==> config.mk <==
export PLATFORM = sky130hd
export DESIGN_NAME = distance_filter
export DESIGN_NICKNAME = d
export VERILOG_FILES = /design/src/rtl/sonar_pkg.sv /design/src/rtl/sync2.sv /design/src/rtl/distance_filter.sv
export SDC_FILE = /design/constraint.sdc
export NUM_CORES = 1
export LEC_CHECK = 0
export BUFFER_PORTS_ARGS = -buffer_cell sky130_fd_sc_hd__buf_2
export CAP_MARGIN = 15
export CORE_MARGIN = 2
export CORE_UTILIZATION = 35
export CTS_CLUSTER_SIZE = 20
export DETAILED_ROUTE_END_ITERATION = 12
export GPL_ROUTABILITY_DRIVEN = 1
export PLACE_DENSITY = 0.63
export SYNTH_ARGS = -nofsm -noshare
export SYNTH_HDL_FRONTEND = slang
export SYNTH_HIERARCHICAL = 1
export SYNTH_SLANG_ARGS = --single-unit
==> constraint.sdc <==
create_clock -name clk -period 4.4 [get_ports clk]
set_clock_uncertainty 0.15 [all_clocks]
set_input_delay 0.88 -clock clk [delete_from_list [all_inputs] [get_ports clk]]
set_output_delay 0.88 -clock clk [all_outputs]
set_load 0.005 [all_outputs]
==> src/rtl/sonar_pkg.sv <==
// Shared types and constants for the ultrasonic ranging / filtering path.
package sonar_pkg;

    typedef enum logic [1:0] {
        StIdle,
        StMeasure,
        StCapture,
        StUpdate
    } sonar_state_t;

    localparam int CM_W  = 16;
    localparam int SUM_W = 18;

    localparam int unsigned DEF_MAX_CM  = 400;
    localparam int unsigned DEF_NEAR_CM = 20;
    localparam int unsigned DEF_FAR_CM  = 30;

endpackage

==> src/rtl/sync2.sv <==
// Two-flop synchronizer for a single asynchronous input bit.
module sync2 (
    input  logic clk,
    input  logic reset,
    input  logic d,
    output logic q
);

    logic meta;

    always_ff @(posedge clk or posedge reset) begin
        if (reset) begin
            meta <= 1'b0;
            q    <= 1'b0;
        end else begin
            meta <= d;
            q    <= meta;
        end
    end

endmodule

==> src/rtl/distance_filter.sv <==
// Captures one clamped cm sample per valid echo pulse, averages the last four,
// and drives a hysteretic proximity flag plus a sticky no-echo timeout flag.
module distance_filter
    import sonar_pkg::*;
#(
    parameter int unsigned MAX_CM          = DEF_MAX_CM,
    parameter int unsigned NEAR_CM         = DEF_NEAR_CM,
    parameter int unsigned FAR_CM          = DEF_FAR_CM,
    parameter int unsigned MIN_ECHO_CYCLES = 3,
    parameter int unsigned TIMEOUT_CYCLES  = 6000000
) (
    input  logic            clk,
    input  logic            reset,
    input  logic            echo,
    input  logic            enable,
    input  logic [CM_W-1:0] cm_in,
    output logic [CM_W-1:0] avg_cm,
    output logic            sample_valid,
    output logic            near,
    output logic            timeout
);

    localparam int unsigned TMO_W = $clog2(TIMEOUT_CYCLES + 1);
    localparam int unsigned LEN_W = $clog2(MIN_ECHO_CYCLES + 1);

    localparam logic [CM_W-1:0]  MAX_V  = CM_W'(MAX_CM);
    localparam logic [CM_W-1:0]  NEAR_V = CM_W'(NEAR_CM);
    localparam logic [CM_W-1:0]  FAR_V  = CM_W'(FAR_CM);
    localparam logic [TMO_W-1:0] TMO_V  = TMO_W'(TIMEOUT_CYCLES);
    localparam logic [LEN_W-1:0] LEN_V  = LEN_W'(MIN_ECHO_CYCLES);

    sonar_state_t     state;
    logic             echo_s;
    logic             echo_d;
    logic             rise;
    logic             fall;
    logic [LEN_W-1:0] len_q;
    logic [CM_W-1:0]  hist [4];
    logic             filled;
    logic [TMO_W-1:0] tmo_cnt;

    logic [CM_W-1:0]  sample;
    logic [CM_W-1:0]  hist_n [4];
    logic [SUM_W-1:0] sum;
    logic [CM_W-1:0]  avg_n;
    logic             near_n;

    sync2 u_echo_sync (
        .clk   (clk),
        .reset (reset),
        .d     (echo),
        .q     (echo_s)
    );

    assign rise = echo_s & ~echo_d;
    assign fall = ~echo_s & echo_d;

    // First sample after reset preloads every history slot.
    always_comb begin
        sample    = (cm_in > MAX_V) ? MAX_V : cm_in;
        hist_n[0] = sample;
        hist_n[1] = filled ? hist[0] : sample;
        hist_n[2] = filled ? hist[1] : sample;
        hist_n[3] = filled ? hist[2] : sample;
        sum       = SUM_W'(hist_n[0]) + SUM_W'(hist_n[1])
                  + SUM_W'(hist_n[2]) + SUM_W'(hist_n[3]);
        avg_n     = CM_W'(sum >> 2);
        near_n    = near;
        if (avg_n < NEAR_V) begin
            near_n = 1'b1;
        end else if (avg_n >= FAR_V) begin
            near_n = 1'b0;
        end
    end

    always_ff @(posedge clk or posedge reset) begin
        if (reset) begin
            state        <= StIdle;
            echo_d       <= 1'b0;
            len_q        <= '0;
            filled       <= 1'b0;
            tmo_cnt      <= '0;
            avg_cm       <= '0;
            sample_valid <= 1'b0;
            near         <= 1'b0;
            timeout      <= 1'b0;
            for (int i = 0; i < 4; i++) begin
                hist[i] <= '0;
            end
        end else begin
            echo_d       <= echo_s;
            sample_valid <= 1'b0;

            if (enable) begin
                if (tmo_cnt != TMO_V) begin
                    tmo_cnt <= tmo_cnt + TMO_W'(1);
                end
            end else begin
                tmo_cnt <= '0;
            end
            if (tmo_cnt == TMO_V) begin
                timeout <= 1'b1;
            end

            case (state)
                StIdle: begin
                    if (enable && rise) begin
                        state <= StMeasure;
                        // The rising-edge cycle is the first high cycle.
                        len_q <= LEN_W'(1);
                    end
                end
                StMeasure: begin
                    if (!enable) begin
                        state <= StIdle;
                    end else if (echo_s) begin
                        if (len_q != LEN_V) begin
                            len_q <= len_q + LEN_W'(1);
                        end
                    end else if (fall) begin
                        state <= (len_q < LEN_V) ? StIdle : StCapture;
                    end
                end
                StCapture: begin
                    // Results are registered here so they are visible during UPDATE,
                    // two cycles after the synchronized falling edge.
                    for (int i = 0; i < 4; i++) begin
                        hist[i] <= hist_n[i];
                    end
                    filled       <= 1'b1;
                    avg_cm       <= avg_n;
                    near         <= near_n;
                    sample_valid <= 1'b1;
                    timeout      <= 1'b0;
                    tmo_cnt      <= '0;
                    state        <= StUpdate;
                end
                StUpdate: begin
                    state <= StIdle;
                end
                default: begin
                    state <= StIdle;
                end
            endcase
        end
    end

endmodule
==> metrics <==
data required time of the worst path=4.53 ns; main combinational cell family by area after synthesis=simple AND/OR/NAND/NOR gates; final core utilization=45.9%; WHS=0.210 ns; fin cells=995; Tot GR Track Use=15.4%; PwrDens=717 nW/um^2; cells along the critical path=buf_6, or4_4, or2_4, a31oi_4, buf_6, nand2_4, nor2_4, a21oi_2, fa_2, inv_2, fa_1, ha_4, and3_4, o21ai_4, a31oi_1, xnor2_1, nand3_1, nor4_2, nand4_1, o21ai_1; fin crit period=5.09 ns; CTS root buf=clkbuf_16; CP max FO=5; Synth Register Bits=98; Arrival @ worst endpoint=5.22 ns; pre-CTS setup slack=-1.08 ns; Synth Area in Adders=13.9%; Inst Count DP=960; die width=136 microns; final setup vio count=15; Routed WL per cell=13.1 microns; mux share of post-synthesis cell area=3.92%; GRT Residual Overflow=0; Core Footprint=17,200 sq um; Post-Synth Simple-Gate Area=19.2%; max frequency=197 MHz; clock buffer depth=2; Synth cell types=59; Clock transition at path regs=0.07 ns; Synth Area in Compound Gates=12.9%; WP buf/inv=3; final WL=13,000 microns; DP HPWL=9160 microns; antenna viol nets, final=0; Final Hold Fails=0; CTS buffer count=9; max-cap viol count=0; vias in the first global route=4,956; # port buffers=38; Avg Cell Area, Syn=9.28 sq um; 1st-iter DRT viols=256; drt first pass iters=4; Fillers=1,641; DRC=0; Max Slew Vio Count=0; Worst Max-Slew Pin Slew=0.809 ns; vias after detailed routing=4,805; Slew headroom=46.0%; RSZ-0062 raised after global routing=true; largest net degree at the start of global routing=93; sequential fraction of the synthesis area=40.2%; Worst Path Class, Setup=in -> reg; Initial Util=35.5%; initial antenna violation count=0; H-tree level count=3; Placed Area=7050 sq um; share of layout cells above drive strength 1=29.7%; Post-synth EDFFs=0; Pwr Total=5.65 mW; CTS sink count=98; cell area after synthesis=6100 sq um; clk_lat worst skew=0.36 ns; vias per inst=4.83; final worst setup slack=-0.687 ns; fin nets=835; setup TNS=-6.12 ns; CTS tree=done; I/O pin cnt=39; area share of the leading cell type in the synthesized netlist=40.2%; xor/xnor share of the synthesized area=4.31%; failing checks=negative setup slack; area delta synth->final=29.4%; Startpoint Class=input pin; Hold Path Class=reg -> reg; Max VDD drop=0.346 mV; num rows=48; top cells by area, synth=dfrtp_1 40%, fa_1 9.2%, nand2_1 5.5%; Largest delay share family, worst path=simple AND/OR/NAND/NOR gates; Setup crit end kind=flop; die footprint=18,500 sq um; first-pass GRT wire length=22,800 microns; Async SR Flop Fraction=100%; Max stage delay on crit path=0.55 ns; period utilization=116%; leak pwr=3.69 nW; Cells after Synth=657; Yosys warnings=6; Ant. Diodes=0; final non-filler cell area=7890 sq um; area leader, netlist=dfrtp_1; Worst path most repeated cell=buf_6; Die H=136 microns; status=finished, violations left; Final GP Congestion=0.808; Slowest-stage cell, CP=fa_2; Most used DFF post-synth=dfrtp_1
[flip-flops by register name, summed over array words and instances (netlist names), named ones only]
name	cells
hist	48
tmo_cnt	23
avg_cm	16
len_q	2
echo_d	1
filled	1
near	1
sample_valid	1
state	1
timeout	1
u_echo_sync/meta	1
u_echo_sync/q	1
[cells in the mapped netlist (8+ instances only)]
library cell,count
a21o_1,10
a21oi_1,29
and2_1,26
clkbuf_1,21
dfrtp_1,98
fa_1,28
ha_1,22
inv_1,60
mux2_2,15
nand2_1,89
nand3_1,18
nor2_1,47
nor3_1,10
o21ai_0,50
or3_1,8
xnor2_1,14
xor2_1,16
[layer usage]
| metal | vias up | track usage [%] | routed length, microns |
|---|---|---|---|
| li1 | 2419 | - | - |
| met1 | 2330 | 19.1 | 5920 |
| met2 | 41 | 26.6 | 6620 |
| met3 | 15 | 2.50 | 292 |
| met4 | 0 | 6.13 | 200 |
| met5 | - | 0 | 0 |
[what timing repair did]
| item | 4_1_cts | 5_1_grt |
|---|---|---|
| pin swaps | 32 | 16 |
| buffers inserted | 18 | 4 |
| setup endpoints to repair | 15 | 16 |
| hold buffers | 0 | 0 |
| resized for setup | 65 | 16 |
[final cells by class]
class                           instances  area, sq um  share of cell area, %
Inverter                               60          228                   2.89
Timing Repair Buffer                  119          847                   10.7
Clock buffer                           10          229                   2.90
Clock inverter                          6         66.3                  0.840
Tap cell                              225          282                   3.57
Multi-Input combinational cell        477         3780                   48.0
Sequential cell                        98         2450                   31.1
[placed cells by master (no fill, tap or decap), drive strengths merged, types with 4 or more instances in the layout]
master  synthesis  routed
a21o           10      10
a21oi          29      29
a31oi           5       5
and2           26      26
and3            5       5
buf             6     119
clkbuf         21      10
conb            2       7
dfrtp          98      98
fa             28      28
ha             22      22
inv            60      61
mux2           15      15
mux2i           7       7
nand2          90      90
nand2b          6       6
nand3          18      18
nand4           4       4
nor2           47      47
nor2b           7       7
nor3           10      10
nor4            7       7
o211ai          5       5
o21ai          53      53
or3            10      10
xnor2          14      14
xor2           16      16
[power breakdown]
group	total (mW)	switching [mW]	leakage [nW]	internal, mW
Clock	0.800	0.358	0.135	0.442
Sequential	1.25	0.147	1.23	1.11
Combinational	3.60	1.73	2.32	1.87
[worst paths after layout]
check | cells past startpoint | end | startpoint | slack [ns]
worst min-delay path | 0 | u_echo_sync/q | u_echo_sync/meta | 0.21
max in group asynchronous | 3 | hist[46] | reset | 2.79
worst max-delay path | 20 | near | cm_in[10] | -0.69
worst min register to register | 0 | u_echo_sync/q | u_echo_sync/meta | 0.21
worst max register to register | 17 | near | filled | 0.26
min in group asynchronous | 2 | u_echo_sync/meta | reset | 0.24
[cell families (layout without fill, tap and decap cells)]
group	Yosys count	count (layout)
other	2	7
DFF	98	98
xor gates and xnor gates	30	30
adders and majority gates	51	51
and+or+nand+nor	241	241
AOI/OAI and AO/OA	126	126
buffers and inverters	87	195
muxes	22	22
(Power assumes the default switching activity.)
